===== config.mk =====
export PLATFORM = sky130hd
export DESIGN_NAME = rgb_burst_packer
export DESIGN_NICKNAME = d
export VERILOG_FILES = /design/src/rtl/rgb_pkt_pkg.sv /design/src/rtl/sync_fifo_24.sv /design/src/rtl/rgb_burst_packer.sv
export SDC_FILE = /design/constraint.sdc
export NUM_CORES = 2
export LEC_CHECK = 0
export BUFFER_PORTS_ARGS = -buffer_cell sky130_fd_sc_hd__buf_2
export CAP_MARGIN = 20
export CORE_MARGIN = 10
export CORE_UTILIZATION = 60
export CTS_CLUSTER_SIZE = 8
export DETAILED_ROUTE_END_ITERATION = 7
export GPL_TIMING_DRIVEN = 0
export PLACE_DENSITY_LB_ADDON = 0.12
export SYNTH_ARGS = -nofsm -noshare
export SYNTH_HDL_FRONTEND = slang
export SYNTH_SLANG_ARGS = --single-unit

===== constraint.sdc =====
create_clock -name clk_200MHz -period 11.8 [get_ports clk_200MHz]
set_input_delay 0.59 -clock clk_200MHz [delete_from_list [all_inputs] [get_ports clk_200MHz]]
set_output_delay 0.59 -clock clk_200MHz [all_outputs]
set_load 0.1 [all_outputs]

===== src/rtl/rgb_pkt_pkg.sv =====
// Shared constants and FSM state type for the RGB burst packer.
// Pixel layout is {R, G, B}, one byte per channel.
package rgb_pkt_pkg;

    localparam int unsigned PKT_MAX_PIX = 123;
    localparam logic [7:0]  PKT_HDR0    = 8'h55;
    localparam logic [7:0]  PKT_HDR1    = 8'hAA;

    localparam int unsigned R_LSB = 16;
    localparam int unsigned G_LSB = 8;
    localparam int unsigned B_LSB = 0;

    typedef enum logic [3:0] {
        StIdle,
        StCollect,
        StHdr0,
        StHdr1,
        StLineH,
        StLineL,
        StLen,
        StPixR,
        StPixG,
        StPixB,
        StCsum
    } state_e;

endpackage


===== src/rtl/sync_fifo_24.sv =====
// Single-clock 24-bit FIFO with first-word-fall-through read and a synchronous flush.
// dout always shows the oldest entry while empty is low.
module sync_fifo_24 #(
    parameter int unsigned AW = 7
) (
    input  logic        clk,
    input  logic        reset,
    input  logic        flush,
    input  logic        wr_en,
    input  logic [23:0] din,
    input  logic        rd_en,
    output logic [23:0] dout,
    output logic        empty,
    output logic        full
);

    localparam int unsigned Depth = 2 ** AW;

    logic [23:0]   mem [Depth];
    logic [AW-1:0] wr_ptr;
    logic [AW-1:0] rd_ptr;
    logic [AW:0]   count;
    logic          do_wr;
    logic          do_rd;

    assign do_wr = wr_en & ~full;
    assign do_rd = rd_en & ~empty;

    always_ff @(posedge clk) begin
        if (do_wr) begin
            mem[wr_ptr] <= din;
        end
    end

    always_ff @(posedge clk) begin
        if (reset || flush) begin
            wr_ptr <= '0;
            rd_ptr <= '0;
            count  <= '0;
        end else begin
            if (do_wr) begin
                wr_ptr <= wr_ptr + 1'b1;
            end
            if (do_rd) begin
                rd_ptr <= rd_ptr + 1'b1;
            end
            count <= count + {{AW{1'b0}}, do_wr} - {{AW{1'b0}}, do_rd};
        end
    end

    assign dout  = mem[rd_ptr];
    assign empty = (count == '0);
    assign full  = count[AW];

endmodule


===== src/rtl/rgb_burst_packer.sv =====
// Collects one framed RGB burst into a FIFO, then streams it out as a byte packet:
// HDR0 HDR1 line_hi line_lo len {R G B}* csum, with csum covering line_hi..last B.
module rgb_burst_packer
    import rgb_pkt_pkg::*;
#(
    parameter int unsigned MAX_PIX = PKT_MAX_PIX,
    parameter int unsigned FIFO_AW = 7,
    parameter logic [7:0]  HDR0    = PKT_HDR0,
    parameter logic [7:0]  HDR1    = PKT_HDR1
) (
    input  logic        clk_200MHz,
    input  logic        reset,
    input  logic [23:0] RGB_data,
    input  logic        valid_RGB_data,
    input  logic        flag_RGB_data,
    input  logic        vs,
    output logic [7:0]  tx_data,
    output logic        tx_valid,
    input  logic        tx_ready,
    output logic        busy,
    output logic [15:0] drop_cnt
);

    localparam logic [7:0] MaxCnt = 8'(MAX_PIX);

    state_e      state;
    logic        flag_m, flag_s, flag_s_d;
    logic        vs_m, vs_s, vs_s_d;
    logic [7:0]  pix_cnt;
    logic [7:0]  len;
    logic [7:0]  rem;
    logic [15:0] line_idx;
    logic [7:0]  csum;
    logic [7:0]  pix_g;
    logic [7:0]  pix_b;

    logic        flag_rise, flag_fall, vs_rise;
    logic        accept;
    logic        wr_en, rd_en, flush, drop;
    logic [7:0]  cnt_after;
    logic        burst_done;
    logic [23:0] fifo_dout;
    logic [7:0]  fifo_r;
    logic        fifo_empty, fifo_full;

    assign flag_rise = flag_s & ~flag_s_d;
    assign flag_fall = ~flag_s & flag_s_d;
    assign vs_rise   = vs_s & ~vs_s_d;
    assign accept    = tx_valid & tx_ready;

    assign wr_en      = valid_RGB_data && (state == StCollect) && (pix_cnt != MaxCnt) && !fifo_full;
    assign drop       = valid_RGB_data && !wr_en;
    assign cnt_after  = pix_cnt + {7'd0, wr_en};
    // A pixel arriving with the closing edge is kept; the cap is checked after the write.
    assign burst_done = flag_fall || (cnt_after == MaxCnt);
    assign flush      = (state == StIdle) && flag_rise;
    assign rd_en      = accept && !fifo_empty &&
                        ((state == StLen) || ((state == StPixB) && (rem != 8'd0)));
    assign fifo_r     = fifo_dout[R_LSB +: 8];
    assign busy       = (state != StIdle);

    sync_fifo_24 #(
        .AW(FIFO_AW)
    ) u_fifo (
        .clk   (clk_200MHz),
        .reset (reset),
        .flush (flush),
        .wr_en (wr_en),
        .din   (RGB_data),
        .rd_en (rd_en),
        .dout  (fifo_dout),
        .empty (fifo_empty),
        .full  (fifo_full)
    );

    always_ff @(posedge clk_200MHz) begin
        if (reset) begin
            state    <= StIdle;
            flag_m   <= 1'b0;
            flag_s   <= 1'b0;
            flag_s_d <= 1'b0;
            vs_m     <= 1'b0;
            vs_s     <= 1'b0;
            vs_s_d   <= 1'b0;
            pix_cnt  <= '0;
            len      <= '0;
            rem      <= '0;
            line_idx <= '0;
            csum     <= '0;
            pix_g    <= '0;
            pix_b    <= '0;
            tx_data  <= '0;
            tx_valid <= 1'b0;
            drop_cnt <= '0;
        end else begin
            flag_m   <= flag_RGB_data;
            flag_s   <= flag_m;
            flag_s_d <= flag_s;
            vs_m     <= vs;
            vs_s     <= vs_m;
            vs_s_d   <= vs_s;

            if (vs_rise) begin
                line_idx <= '0;
            end else if ((state == StCsum) && accept) begin
                line_idx <= line_idx + 16'd1;
            end

            if (drop && (drop_cnt != 16'hFFFF)) begin
                drop_cnt <= drop_cnt + 16'd1;
            end

            // Bytes are folded into csum as they are loaded; a loaded byte is always sent.
            unique case (state)
                StIdle: begin
                    if (flag_rise) begin
                        state   <= StCollect;
                        pix_cnt <= '0;
                    end
                end
                StCollect: begin
                    pix_cnt <= cnt_after;
                    if (burst_done) begin
                        if (cnt_after == 8'd0) begin
                            state <= StIdle;
                        end else begin
                            state    <= StHdr0;
                            len      <= cnt_after;
                            rem      <= cnt_after;
                            csum     <= '0;
                            tx_valid <= 1'b1;
                            tx_data  <= HDR0;
                        end
                    end
                end
                StHdr0: begin
                    if (accept) begin
                        state   <= StHdr1;
                        tx_data <= HDR1;
                    end
                end
                StHdr1: begin
                    if (accept) begin
                        state   <= StLineH;
                        tx_data <= line_idx[15:8];
                        csum    <= csum ^ line_idx[15:8];
                    end
                end
                StLineH: begin
                    if (accept) begin
                        state   <= StLineL;
                        tx_data <= line_idx[7:0];
                        csum    <= csum ^ line_idx[7:0];
                    end
                end
                StLineL: begin
                    if (accept) begin
                        state   <= StLen;
                        tx_data <= len;
                        csum    <= csum ^ len;
                    end
                end
                StLen: begin
                    if (accept) begin
                        state   <= StPixR;
                        tx_data <= fifo_r;
                        csum    <= csum ^ fifo_r;
                        pix_g   <= fifo_dout[G_LSB +: 8];
                        pix_b   <= fifo_dout[B_LSB +: 8];
                        rem     <= rem - 8'd1;
                    end
                end
                StPixR: begin
                    if (accept) begin
                        state   <= StPixG;
                        tx_data <= pix_g;
                        csum    <= csum ^ pix_g;
                    end
                end
                StPixG: begin
                    if (accept) begin
                        state   <= StPixB;
                        tx_data <= pix_b;
                        csum    <= csum ^ pix_b;
                    end
                end
                StPixB: begin
                    if (accept) begin
                        if (rem != 8'd0) begin
                            state   <= StPixR;
                            tx_data <= fifo_r;
                            csum    <= csum ^ fifo_r;
                            pix_g   <= fifo_dout[G_LSB +: 8];
                            pix_b   <= fifo_dout[B_LSB +: 8];
                            rem     <= rem - 8'd1;
                        end else begin
                            state   <= StCsum;
                            tx_data <= csum;
                        end
                    end
                end
                StCsum: begin
                    if (accept) begin
                        state    <= StIdle;
                        tx_valid <= 1'b0;
                        tx_data  <= '0;
                    end
                end
                default: begin
                    state <= StIdle;
                end
            endcase
        end
    end

endmodule


== Word-level counts from Yosys, hierarchy flattened ==
Memory sizes are Yosys's and may differ from the RTL's. A register that Yosys moved wholly into a read port is not among the register bits.
Index checks and enable logic that the tools add are counted.

* Bits of input ports: 30
* Logic and storage cells: 171
* Register bits after elaboration: 121
* Output and inout port bits: 26
* Bits in writable memories: 3072
* Memories: 1

* Equality and inequality tests: 26
* Muxes and demuxes: 62
* $add $sub $neg: 8
* Bitwise gates (word level): 18
* Reduce and logical (&&, ||, !) cells: 36

{| class="wikitable"
|+ Memory list
! memory !! depth !! bits a word !! read ports !! clocked after memory_dff !! wr ports !! RTL line !! RTL
|-
| u_fifo.mem || 128 || 24 || 1 || 1 || 1 || sync_fifo_24.sv:19 || <nowiki>logic [23:0] mem [Depth];</nowiki>
|}

{| class="wikitable"
|+ Operators with widths
! operator !! number
|-
| $mux W8 || 34
|-
| $pmux W8 S10 || 1
|-
| $pmux W8 S8 || 1
|-
| $mux W4 || 12
|-
| $pmux W8 S2 || 3
|-
| $xor A8 B8 Y8 || 6
|-
| $pmux W4 S11 || 1
|-
| $add A16 B1 Y16 const B || 2
|-
| $ne A2 B2 Y1 const B || 12
|-
| $pmux W8 S3 || 1
|-
| $reduce_and A11 Y1 || 2
|-
| $add A8 B1 Y8 || 2
|-
| $eq A4 B3 Y1 const B || 4
|-
| $logic_not A8 Y1 || 2
|-
| $ne A16 B16 Y1 const B || 1
|-
| $reduce_bool A8 Y1 || 2
|-
| $add A7 B1 Y7 const B || 2
|-
| $mux W7 || 2
|-
| $eq A4 B4 Y1 const B || 3
|-
| $reduce_and A12 Y1 || 1
|-
| $logic_and A1 B1 Y1 || 10
|-
| $reduce_bool A10 Y1 || 1
|-
| $eq A4 B2 Y1 const B || 2
|-
| $eq A8 B7 Y1 const B || 1
|-
| other kinds (21) || 42
|}

== Logic depth before layout (Yosys ltp) ==
* Depth in word-level cells: 9
* Depth in mapped cells: 20
* Depth with buffers taken out: 19

== Modules after synthesis ==
A second synthesis with hierarchy kept.

* Cells, all modules: 6355
* Area, all modules: 124056.5 µm²

{| class="wikitable"
|+ By module, submodules not included
! module !! seq. area each (µm²) !! cells each !! area an instance (µm²) !! instances
|-
| sync_fifo_24 || 92829.0 || 5666 || 118686.3 || 1
|-
| rgb_burst_packer || 1981.9 || 689 || 5370.2 || 1
|}

== Worst setup path after synthesis ==
No wires, ideal clock.

* Kind: reg2reg
* Start: register state[1]
* End: register rem[0]
* Slack: 7859 ps
* Cell stages (with the launch flop): 18
* Arrival time: 3814 ps
* Path buffers: 4
* Library setup time: 128 ps
* Period minus slack after synthesis: 3941 ps
* Required time: 11672 ps
* Cells stage by stage: dfxtp_1 -> clkbuf_1 -> nand2b_1 -> or3_1 -> clkbuf_1 -> nor4b_1 -> buf_2 -> ha_1 -> ha_1 -> nand3_1 -> xor2_1 -> nor3_1 -> a311oi_2 -> nor3_2 -> o221ai_1 -> buf_2 -> a221oi_1 -> nor2_1

* Cells in the longest elaborated chain, start to end: 9
* Elaborated cells between the ends (all ways): 20
* Classes of those cells: add/sub: 1; eq/ne: 9; mux: 3; reduce/logical: 7

{| class="wikitable"
|+ RTL lines
! item !! RTL line !! RTL
|-
| start, declared || rgb_burst_packer.sv:26 || <nowiki>state_e state;</nowiki>
|-
| start signal, assigned || rgb_burst_packer.sv:78 || <nowiki>state <= StIdle;</nowiki>
|-
| start signal, assigned || rgb_burst_packer.sv:117 || <nowiki>state <= StCollect;</nowiki>
|-
| start signal, assigned || rgb_burst_packer.sv:125 || <nowiki>state <= StIdle;</nowiki>
|-
| $eq A4 B1 Y1 || rgb_burst_packer.sv:51, rgb_burst_packer.sv:114 ||
|-
| $logic_and A1 B1 Y1 (3 in a row) || rgb_burst_packer.sv:51 || <nowiki>assign wr_en = valid_RGB_data && (state == StCollect) && (pix_cnt != MaxCnt) && !fifo_full;</nowiki>
|-
| $add A8 B1 Y8 || rgb_burst_packer.sv:53 || <nowiki>assign cnt_after = pix_cnt + {7'd0, wr_en};</nowiki>
|-
| $eq A8 B7 Y1 || rgb_burst_packer.sv:55 || <nowiki>assign burst_done = flag_fall || (cnt_after == MaxCnt);</nowiki>
|-
| $logic_or A1 B1 Y1 || rgb_burst_packer.sv:55 ||
|-
| $ne A2 B2 Y1 (no source line) || n/a ||
|-
| $reduce_and A6 Y1 (no source line) || n/a ||
|-
| end signal, assigned || rgb_burst_packer.sv:129 || <nowiki>rem <= cnt_after;</nowiki>
|-
| end signal, assigned || rgb_burst_packer.sv:170 || <nowiki>rem <= rem - 8'd1;</nowiki>
|-
| end signal, assigned || rgb_burst_packer.sv:195 || <nowiki>rem <= rem - 8'd1;</nowiki>
|-
| end, declared || rgb_burst_packer.sv:31 || <nowiki>logic [7:0] rem;</nowiki>
|}

Parallel ways exist; a longest one is shown, timed or not. The select of a mux whose other input is x is not followed.
A chain may end at the register's enable or synchronous reset.

== Final worst setup path ==
Same ends and word-level chain as after synthesis.

==> summary.md <==
| Metric | Value |
|---|---|
| Outcome | `finished clean` |
| Worst hold path type | `in2reg` |
| WL final | `around 340000 um` |
| P per Cell Area | `168.5 mW/mm^2` |
| Grt ovf | `0` |
| # nets final | `6212` |
| CTS H-tree lvls | `5` |
| RD Place Congestion | `just over 0.9` |
| Yosys reg bits | `3200` |
| Fraction of layout cells with a size suffix above 1 | `29.64%` |
| Count of final hold-check violations | `0` |
| Met2 routed WL | `around 150000 um` |
| Main synth FF type | `edfxtp_1` |
| Pre-CTS setup slack | `between 5000 and 6000 ps` |
| Clk_skew | `64.90 ps` |
| Rows | `166` |
| P_leak | `43.24 nW` |
| Largest net degree at the start of global routing | `98` |
| Max rail drop VDD | `0.1696 mV` |
| Crit Path Class | `reg2reg` |
| Die H | `473.4 um` |
| Routed length per instance | `38.49 um` |
| Setup TNS | `0 ps` |
| Period utilisation layout | `52.32%` |
| Vias in the first global route | `62410` |
| 1st-iter DRT viols | `10700` |
| Chip Width | `between 400 and 500 um` |
| Ports | `56` |
| Number of synthesized flops with an enable pin | `3072` |
| Via count | `63560` |
| # DRC | `0` |
| Post-route minimum period | `~6000 ps` |
| Wire length on met3 | `roughly 46000 um` |
| Most common cell in the netlist | `edfxtp_1` |
| Vias/cell | `7.127` |
| Syn avg cell area | `22.37 sq um` |
| Synth cell count leaders | `3072 x edfxtp_1, 895 x mux4_2, 250 x nor2_1, 148 x clkbuf_1, 128 x dfxtp_1` |
| Core area | `0.2046 sq mm` |
| Post-Synthesis Cell Area | `0.1233 sq mm` |
| Clock Sinks | `3200` |
| Max-slew headroom | `13.67%` |
| Non-filler cells in the finished layout | `around 8900` |
| Area contributors post-synth | `edfxtp_1 75%, mux4_2 16%, dfxtp_1 2.1%, nor2_1 0.76%, mux2i_1 0.67%` |
| Reg clk slew, reported paths | `50 ps` |
| Worst setup SP type | `flip-flop` |
| Fmax | `162.0 MHz` |
| Crit. End Element | `flip-flop` |
| RSZ-0062 raised after global routing | `no` |
| Worst-Margin Slew | `between 1000 and 1500 ps` |
| Met1 wire length | `about 130000 um` |
| Starting density of the core | `between 60 and 70%` |
| Antenna violations before repair | `24` |
| Pre-antenna DRT Iters | `6` |
| P&R area growth vs syn | `15.78%` |
| Clock Latency Late Sink | `1010 ps` |
| All-layer global routing usage | `30.65%` |
| CTS tree | `done` |
| Final HPWL DP | `221300 um` |
| CTS buffer count | `450` |
| Post-synth top area cell | `edfxtp_1` |
| Die area | `roughly 0.22 sq mm` |
| Final setup fails | `0` |
| Post-Syn Instances | `5514` |
| Net Count, Synth | `about 5600` |
| Finished Cell Area | `0.1428 sq mm` |
| Antenna viol nets, final | `0` |
| Area after DPL | `0.1309 sq mm` |
| Synth cell types | `just over 60` |
| Number of buffers added on ports | `54` |
| First-pass GRT wire length | `479600 um` |
| Clk root buf | `clkbuf_16` |
| Max_cap viols | `0` |
| Overall power | `24.06 mW` |
| Critical path peak fanout | `11` |
| Placed cells | `8389` |
| Synth Warn # | `0` |
| Ys async rst share | `0%` |
| Critical path arrival | `7000 ps` |
| CP required | `12630 ps` |
| Register area share after synthesis | `between 70 and 80%` |
| PnR worst setup slack | `5627 ps` |
| Post-synth top area share | `between 70 and 80%` |
| Pins Over Slew Limit | `0` |
| Clk buf depth | `4` |
| Highest routed layer | `met5` |
[final timing paths]
path | startpoint | endpoint | slack, ps | cells past startpoint
worst min register to register | vs_m$_SDFF_PP0_ | vs_s$_SDFF_PP0_ | 440 | 1
worst min-delay path | RGB_data[16] | u_fifo.mem[19][16]$_DFFE_PP_ | 50 | 1
worst max-delay path | state[1]$_SDFFE_PP0P_ | rem[0]$_SDFFE_PP0P_ | 5630 | 17
worst max register to register | state[1]$_SDFFE_PP0P_ | rem[0]$_SDFFE_PP0P_ | 5630 | 17
[metrics by stage]
stage,utilization (%),hold WS (ps)
after floorplan,-,413.8
after global placement,62.06,436.0
after detailed placement,64.00,431.7
after CTS,69.73,7.012
after global routing,69.79,47.74
final,69.79,54.75
[worst max-delay path: stages, from the launching register on]
cell and delay [ps]:
dfxtp_1 290, clkbuf_1 180, nand2b_1 200, or3_1 320
clkbuf_1 210, nor4b_1 1040, buf_2 510, ha_1 260
ha_1 260, nand3_1 170, xor2_1 240, nor3_1 330
a311oi_2 240, nor3_2 580, o221ai_1 500, buf_2 330
a221oi_1 270, nor2_1 80
[state kept, by name, indices dropped and copies added, names as in the netlist, 4 cells and up, named ones only]
register and count:
rem 8, drop_cnt 16, u_fifo.count 8, tx_data 8, u_fifo.mem 3072, u_fifo.rd_ptr 7
u_fifo.wr_ptr 7, line_idx 16, state 4, pix_cnt 8, pix_g 8, pix_b 8
csum 8, len 8
[timing repair]
item | 4_1_cts | 5_1_grt
hold endpoints to repair | 3 | 0
hold buffers | 3 | 0
endpoints found under the setup margin | 0 | 0
setup buffers | 0 | 0
resized for setup | 0 | 0
[final cells by class]
cell class | instances | area, sq um
multi-input combinational | 1981 | 27830
antenna | 2 | 5.005
inverter | 28 | 105.1
sequential | 3200 | 94810
fill | 11960 | 61800
tap | 2688 | 3363
timing repair buffer | 197 | 3430
clock buffer | 508 | 11580
buffer | 305 | 1551
clock inverter | 9 | 103.9
[cells in the final DEF, fill, tap and decap left out, types with 24 or more instances in the layout]
master,netlist,routed
o21ai_0,55,55
nor2_4,0,127
buf_16,0,53
mux2i_1,83,83
nand2_1,88,88
nor2b_1,25,25
nor3_1,36,36
edfxtp_1,3072,3072
buf_1,26,25
clkbuf_1,148,191
buf_12,0,62
dfxtp_1,128,128
buf_6,21,24
nand4_1,24,24
nor2_1,250,122
or3_1,26,26
inv_1,28,28
nand3_1,46,46
mux4_2,895,895
buf_2,71,102
clkbuf_16,0,457
buf_4,39,65
a21oi_1,76,76
a22oi_1,102,102
[power by group]
| part | switching, mW | leakage [nW] | total, mW | internal, mW |
|---|---|---|---|---|
| combinational | 0.353 | 8.89 | 0.448 | 0.0949 |
| clock | 4.38 | 5.72 | 11.1 | 6.74 |
| sequential | 0.0109 | 28.6 | 12.5 | 12.5 |
[logic make-up (layout without fill, tap and decap cells)]
group	after synthesis	in the layout	share of synthesized area [%]
AOI/OAI and AO/OA	378	378	2.074
muxes	996	996	17.18
adders and majority gates	19	19	0.1989
buffers and inverters	333	1047	1.332
other	0	2	0
DFF	3200	3200	76.88
xor gates and xnor gates	38	38	0.2699
and+or+nand+nor	550	550	2.065
[routing by layer]
layer  global-route usage, %  up-vias
met5                       0        -
met4                   10.76        8
met3                   9.777      693
met2                   44.50     4438
met1                   44.55    33860
li1                        -    24570
Power figures use the tool's default switching activity.
